File: src/rtl/edp_pkg.sv
// Shared types and FP32 field positions for the EDP multiply sequencer.
package edp_pkg;

    typedef enum logic [1:0] {
        ST_IDLE  = 2'd0,
        ST_RUN   = 2'd1,
        ST_DRAIN = 2'd2,
        ST_DONE  = 2'd3
    } state_t;

    localparam int SIGN_BIT = 31;
    localparam int EXP_MSB  = 30;
    localparam int EXP_LSB  = 23;
    localparam int MANT_MSB = 22;
    localparam int BIAS     = 127;

    localparam int PROD_EXP_W  = 9;
    localparam int PROD_MANT_W = 48;

    typedef struct packed {
        logic                   sign;
        logic [PROD_EXP_W-1:0]  exponent;
        logic [PROD_MANT_W-1:0] mantissa;
    } prod_t;

endpackage

File: src/rtl/edp_fp_mult_unit.sv
// Combinational FP32 x FP32 product: sign, unnormalised exponent, exact 48-bit mantissa.
// No rounding or normalisation; denormal inputs contribute an implicit 0 bit.
module edp_fp_mult_unit
    import edp_pkg::*;
#(
    parameter int DATA_WIDTH = 32
) (
    input  logic [DATA_WIDTH-1:0] i_a,
    input  logic [DATA_WIDTH-1:0] i_b,
    output prod_t                 o_prod
);

    logic [7:0]            w_exp_a;
    logic [7:0]            w_exp_b;
    logic                  w_zero_a;
    logic                  w_zero_b;
    logic [23:0]           w_mant_a;
    logic [23:0]           w_mant_b;
    logic [PROD_EXP_W-1:0] w_exp_sum;

    assign w_exp_a  = i_a[EXP_MSB:EXP_LSB];
    assign w_exp_b  = i_b[EXP_MSB:EXP_LSB];
    assign w_zero_a = (w_exp_a == 8'd0);
    assign w_zero_b = (w_exp_b == 8'd0);
    assign w_mant_a = {~w_zero_a, i_a[MANT_MSB:0]};
    assign w_mant_b = {~w_zero_b, i_b[MANT_MSB:0]};

    // A zero exponent field means a true exponent of 1-BIAS; the sum wraps modulo 2^PROD_EXP_W.
    assign w_exp_sum = PROD_EXP_W'(w_exp_a) + PROD_EXP_W'(w_exp_b)
                     + PROD_EXP_W'(w_zero_a) + PROD_EXP_W'(w_zero_b)
                     - PROD_EXP_W'(BIAS);

    always_comb begin
        o_prod.sign     = i_a[SIGN_BIT] ^ i_b[SIGN_BIT];
        o_prod.exponent = w_exp_sum;
        o_prod.mantissa = PROD_MANT_W'(w_mant_a) * PROD_MANT_W'(w_mant_b);
    end

endmodule

File: src/rtl/edp_mult_sequencer.sv
// Vector job sequencer feeding a 2-stage FP32 multiply pipeline (S1 operands, S2 product).
// Latency 2 cycles, 1 pair/cycle; S2 stalls on !ProdReady, at most 2 pairs held in flight.
module edp_mult_sequencer
    import edp_pkg::*;
#(
    parameter int DATA_WIDTH            = 32,
    parameter int LEN_WIDTH             = 16,
    parameter int RESULT_EXP_WIDTH      = 9,
    parameter int RESULT_MANTISSA_WIDTH = 48
) (
    input  logic                             Clk,
    input  logic                             ResetN,
    input  logic                             Start,
    input  logic [LEN_WIDTH-1:0]             VecLen,
    input  logic                             Abort,
    output logic                             Busy,
    output logic                             Done,
    input  logic                             OpValid,
    output logic                             OpReady,
    input  logic [DATA_WIDTH-1:0]            OpA,
    input  logic [DATA_WIDTH-1:0]            OpB,
    output logic                             ProdValid,
    input  logic                             ProdReady,
    output logic                             ProdSign,
    output logic [RESULT_EXP_WIDTH-1:0]      ProdExponent,
    output logic [RESULT_MANTISSA_WIDTH-1:0] ProdMantissa,
    output logic                             ProdLast
);

    localparam logic [LEN_WIDTH-1:0] LEN_ONE = {{(LEN_WIDTH-1){1'b0}}, 1'b1};

    state_t                r_state;
    state_t                w_next;
    logic [LEN_WIDTH-1:0]  r_len;
    logic [LEN_WIDTH-1:0]  r_iss_cnt;
    logic [LEN_WIDTH-1:0]  r_ret_cnt;
    logic                  r_s1_vld;
    logic [DATA_WIDTH-1:0] r_s1_a;
    logic [DATA_WIDTH-1:0] r_s1_b;
    logic                  r_s2_vld;
    prod_t                 r_s2_prod;
    prod_t                 w_prod;
    logic                  w_abort;
    logic                  w_s2_ld;
    logic                  w_acc;
    logic                  w_ret;
    logic                  w_last;
    logic                  w_iss_done;

    edp_fp_mult_unit #(
        .DATA_WIDTH (DATA_WIDTH)
    ) u_mult (
        .i_a    (r_s1_a),
        .i_b    (r_s1_b),
        .o_prod (w_prod)
    );

    assign w_abort    = Abort && (r_state != ST_IDLE);
    assign w_s2_ld    = !r_s2_vld || ProdReady;
    assign w_acc      = OpValid && OpReady;
    assign w_ret      = r_s2_vld && ProdReady;
    assign w_iss_done = (r_iss_cnt == r_len);
    // Products retire in issue order, so the retire index identifies the final one.
    assign w_last     = r_s2_vld && (r_ret_cnt == r_len - LEN_ONE);

    always_ff @(posedge Clk or negedge ResetN) begin
        if (!ResetN) begin
            r_state <= ST_IDLE;
        end else begin
            r_state <= w_next;
        end
    end

    always_comb begin
        w_next = r_state;
        case (r_state)
            ST_IDLE:  if (Start) w_next = (VecLen == '0) ? ST_DONE : ST_RUN;
            ST_RUN:   if (w_iss_done) w_next = ST_DRAIN;
            ST_DRAIN: if (w_ret && w_last) w_next = ST_DONE;
            ST_DONE:  w_next = ST_IDLE;
            default:  w_next = ST_IDLE;
        endcase
        if (w_abort) w_next = ST_IDLE;
    end

    always_comb begin
        Busy    = (r_state != ST_IDLE);
        Done    = (r_state == ST_DONE);
        OpReady = (r_state == ST_RUN) && (r_iss_cnt < r_len) && (!r_s1_vld || w_s2_ld);
    end

    always_ff @(posedge Clk or negedge ResetN) begin
        if (!ResetN) begin
            r_len     <= '0;
            r_iss_cnt <= '0;
            r_ret_cnt <= '0;
            r_s1_vld  <= 1'b0;
            r_s1_a    <= '0;
            r_s1_b    <= '0;
            r_s2_vld  <= 1'b0;
            r_s2_prod <= '0;
        end else if (w_abort) begin
            r_iss_cnt <= '0;
            r_ret_cnt <= '0;
            r_s1_vld  <= 1'b0;
            r_s2_vld  <= 1'b0;
            r_s2_prod <= '0;
        end else begin
            if (r_state == ST_IDLE && Start) begin
                r_len     <= VecLen;
                r_iss_cnt <= '0;
                r_ret_cnt <= '0;
            end
            if (w_acc) begin
                r_s1_vld  <= 1'b1;
                r_s1_a    <= OpA;
                r_s1_b    <= OpB;
                r_iss_cnt <= r_iss_cnt + LEN_ONE;
            end else if (w_s2_ld) begin
                r_s1_vld  <= 1'b0;
            end
            if (w_s2_ld) begin
                r_s2_vld <= r_s1_vld;
                if (r_s1_vld) r_s2_prod <= w_prod;
            end
            if (w_ret) r_ret_cnt <= r_ret_cnt + LEN_ONE;
        end
    end

    assign ProdValid    = r_s2_vld;
    assign ProdSign     = r_s2_prod.sign;
    assign ProdExponent = RESULT_EXP_WIDTH'(r_s2_prod.exponent);
    assign ProdMantissa = RESULT_MANTISSA_WIDTH'(r_s2_prod.mantissa);
    assign ProdLast     = w_last;

endmodule
File: config.mk
export PLATFORM = sky130hd
export DESIGN_NAME = edp_mult_sequencer
export DESIGN_NICKNAME = d
export VERILOG_FILES = /design/src/rtl/edp_pkg.sv /design/src/rtl/edp_fp_mult_unit.sv /design/src/rtl/edp_mult_sequencer.sv
export SDC_FILE = /design/constraint.sdc
export NUM_CORES = 2
export LEC_CHECK = 0
export CAP_MARGIN = 20
export CORE_MARGIN = 8
export CORE_UTILIZATION = 40
export DETAILED_ROUTE_END_ITERATION = 7
export PLACE_DENSITY = 0.64
export SYNTH_ARGS = -nofsm -noshare
export SYNTH_HDL_FRONTEND = slang
export SYNTH_SLANG_ARGS = --single-unit
File: constraint.sdc
create_clock -name Clk -period 8.35 [get_ports Clk]
set_clock_uncertainty 0.1 [all_clocks]
set_input_delay 0.835 -clock Clk [delete_from_list [all_inputs] [get_ports Clk]]
set_output_delay 0.835 -clock Clk [all_outputs]
set_load 0.005 [all_outputs]
==> out/results.ini <==
[job]
cap_violations = 0

[placed_design]
dpl.hpwl_um = 60300
port-buffer-count = 148
gp_congestion = 0.903

[finish]
syn2layout_area_growth_pct = 10.4
nets = 3959
final_common_cell = nand2_1
drive_gt1_share_pct = 3.54
diodes = 0
mostFrequentLayoutCells = 675 x nand2_1, 556 x inv_1, 484 x fa_1
fillers = 6634

[global_routing]
grt_overflow = 0
grt_pass1_vias = 21900
grt_max_degree = 107
grtUsageMet1_pct = 29.1
antenna_found_initial = 0
grt_use_met2_pct = 30.7
grt_util_all_layers_pct = 20.0
grt_pass1_wl_um = 124000
groute.layer.met3.usage_pct = 3.94
top_usage_layer = met2

[detailed_routing]
drt_iter0_drc = 1278
wl_um = 75000
vias_per_cell = 5.17
vias = 21000
wire_per_inst_um = 18.4
dr.pass1.iters = 6
drc = 0
drtAntennaViolNets = 0

[hold_path]
worstHoldPathType = in -> async

[die]
die_area_um2 = 77400
die_height_um = 278
core_um2 = 68300
io_pins = 149
start_util_pct = 40.2
die_w_um = 278
rows = 96

[yosys]
synth_area_leaders = fa_1 35%, dfrtp_1 16%, ha_1 9.6%, nand2_1 9.2%, inv_1 7.6%
yosys_warnings = 0
synthArstFlopShare_pct = 100
ys_seq_area_share_pct = 15.8
synth_top_area_share_pct = 35.2
netlist_instances = 3140
synth_edf_count = 0
yosysUniqueCellTypes = 68
ys.flop_type = dfrtp_1
syn_avg_cell_area_um2 = 8.76
netlist_area_um2 = 27500
yosys.area.top_type = fa_1
ys_seq_elements = 174
synthesis.nets = 3922

[clock_network]
holdBufCountCts = 0
clock_path_buffers = 2
h-tree-depth = 4
cts_resized = 0
clk_pin_slew_ps = 100
cts-root-buf = clkbuf_16
cts_setup_buffers = 0
cts_tree = built
cts.sinks = 174
cts_buffers = 17
clock_latency_ps = 510

[critical_path]
startpoint_type = flop
cp.arrival_ps = 8230
cp_slowest_cell = dfrtp_1
cp_cell_sequence = nand2_1 > fa_1 > inv_1 > fa_1 > fa_1 > fa_1 > inv_1 > fa_1 > fa_1 > inv_1 > fa_1 > ha_1 > nand2_1 > or3_1 > or3_1 > o221ai_1 > nand4_1 > nand3b_1 > a41oi_1 > xor2_1 > o21ai_0
crit_top_cell = fa_1
setup.worst_path.end_class = flop
slowest_delay_ps = 1070
crit_fanout = 25
worst-endpoint-required_ps = 8680
crit_family = adder cells
crit_type = reg -> reg
path_buf_inv = 3

[timing]
fmax_ghz = 0.127
setup_violations = 0
relSlewSlack_pct = 27.5
rsz0062_at_grt = no
hold_viol_final = 0
finalSetupTns_ps = 0
finalCritPeriodShare_pct = 94.6
worst_pin_slew_ps = 1090
period_minus_slack_ps = 7900
slew_violations = 0

[status]
status = completed

logic make-up (layout without fill, tap and decap cells):
group / Yosys count / count (layout) / synth area share, %
simple gates: 1130 / 1130 / 18.9
buf+inv: 726 / 776 / 9.98
fa+ha+maj: 696 / 696 / 44.9
compound gates: 329 / 329 / 7.57
flops: 174 / 174 / 15.8
xor+xnor: 68 / 68 / 2.17
mux: 17 / 17 / 0.692
cell type report:
| class | instances | area [um^2] | area share, % |
|---|---|---|---|
| Inverter | 556 | 2090 | 6.88 |
| Clock buffer | 17 | 425 | 1.40 |
| Clock inverter | 15 | 168 | 0.553 |
| Multi-Input combinational cell | 2240 | 20400 | 67.3 |
| Sequential cell | 174 | 4350 | 14.4 |
| Timing Repair Buffer | 188 | 1790 | 5.89 |
| Tap cell | 882 | 1100 | 3.64 |
metal layers:
metal	wire length [um]	up-vias
li1	-	9676
met1	35700	10700
met2	33600	620
met3	4570	72
met4	1120	0
met5	0	-
synthesized netlist by cell type, drive strengths merged (6+ instances only):
| cell type | count |
|---|---|
| buf | 18 |
| nand2 | 676 |
| fa | 484 |
| ha | 212 |
| nand3 | 37 |
| inv | 556 |
| a21oi | 108 |
| mux2 | 16 |
| dfrtp | 174 |
| xor2 | 35 |
| clkbuf | 152 |
| a31oi | 18 |
| nor2b | 12 |
| o21ai | 81 |
| a21o | 41 |
| o21bai | 12 |
| nor3 | 16 |
| and2 | 220 |
| xnor2 | 33 |
| nor4 | 12 |
| a21boi | 6 |
| nor2 | 78 |
| nand4 | 24 |
| o211a | 6 |
| nand2b | 10 |
| a211oi | 14 |
| and3 | 18 |
registers in the layout (all words and copies together), names as in the netlist, 2 cells and up:
name and flops:
r_s1_b 32, r_s1_a 32, r_iss_cnt 16, ProdMantissa 48, r_state 2, ProdExponent 9
r_ret_cnt 16, r_len 16
per-stage QoR:
stage | hold slack [ps] | cell area [um^2] | util (%) | instances | setup slack [ps]
floorplan | 367 | 27500 | - | 3140 | 1500
global placement | 380 | 29700 | 43.5 | 4040 | 563
detailed placement | 390 | 29700 | 43.5 | 4040 | 510
CTS | 374 | 30300 | 44.4 | 4072 | 455
global route | 406 | 30300 | 44.4 | 4072 | 65.0
finish | 336 | 30300 | 44.4 | 4072 | 447
worst paths after layout:
kind | startpoint | end | slack (ps) | depth (start not counted)
min reg2reg | r_s1_b[31] | r_s1_b[31] | 420 | 2
min in group Clk | r_s1_b[31] | r_s1_b[31] | 420 | 2
min | ResetN | r_s1_a[22] | 340 | 1
max reg2reg | r_s1_a[11] | ProdMantissa[45] | 450 | 21
max | r_s1_a[11] | ProdMantissa[45] | 450 | 21
max in group asynchronous | ResetN | r_iss_cnt[7] | 6240 | 2
Power is left out: the tool's default activity adds up to more than one toggle a clock period on the data nets, which glitch-free logic cannot reach.
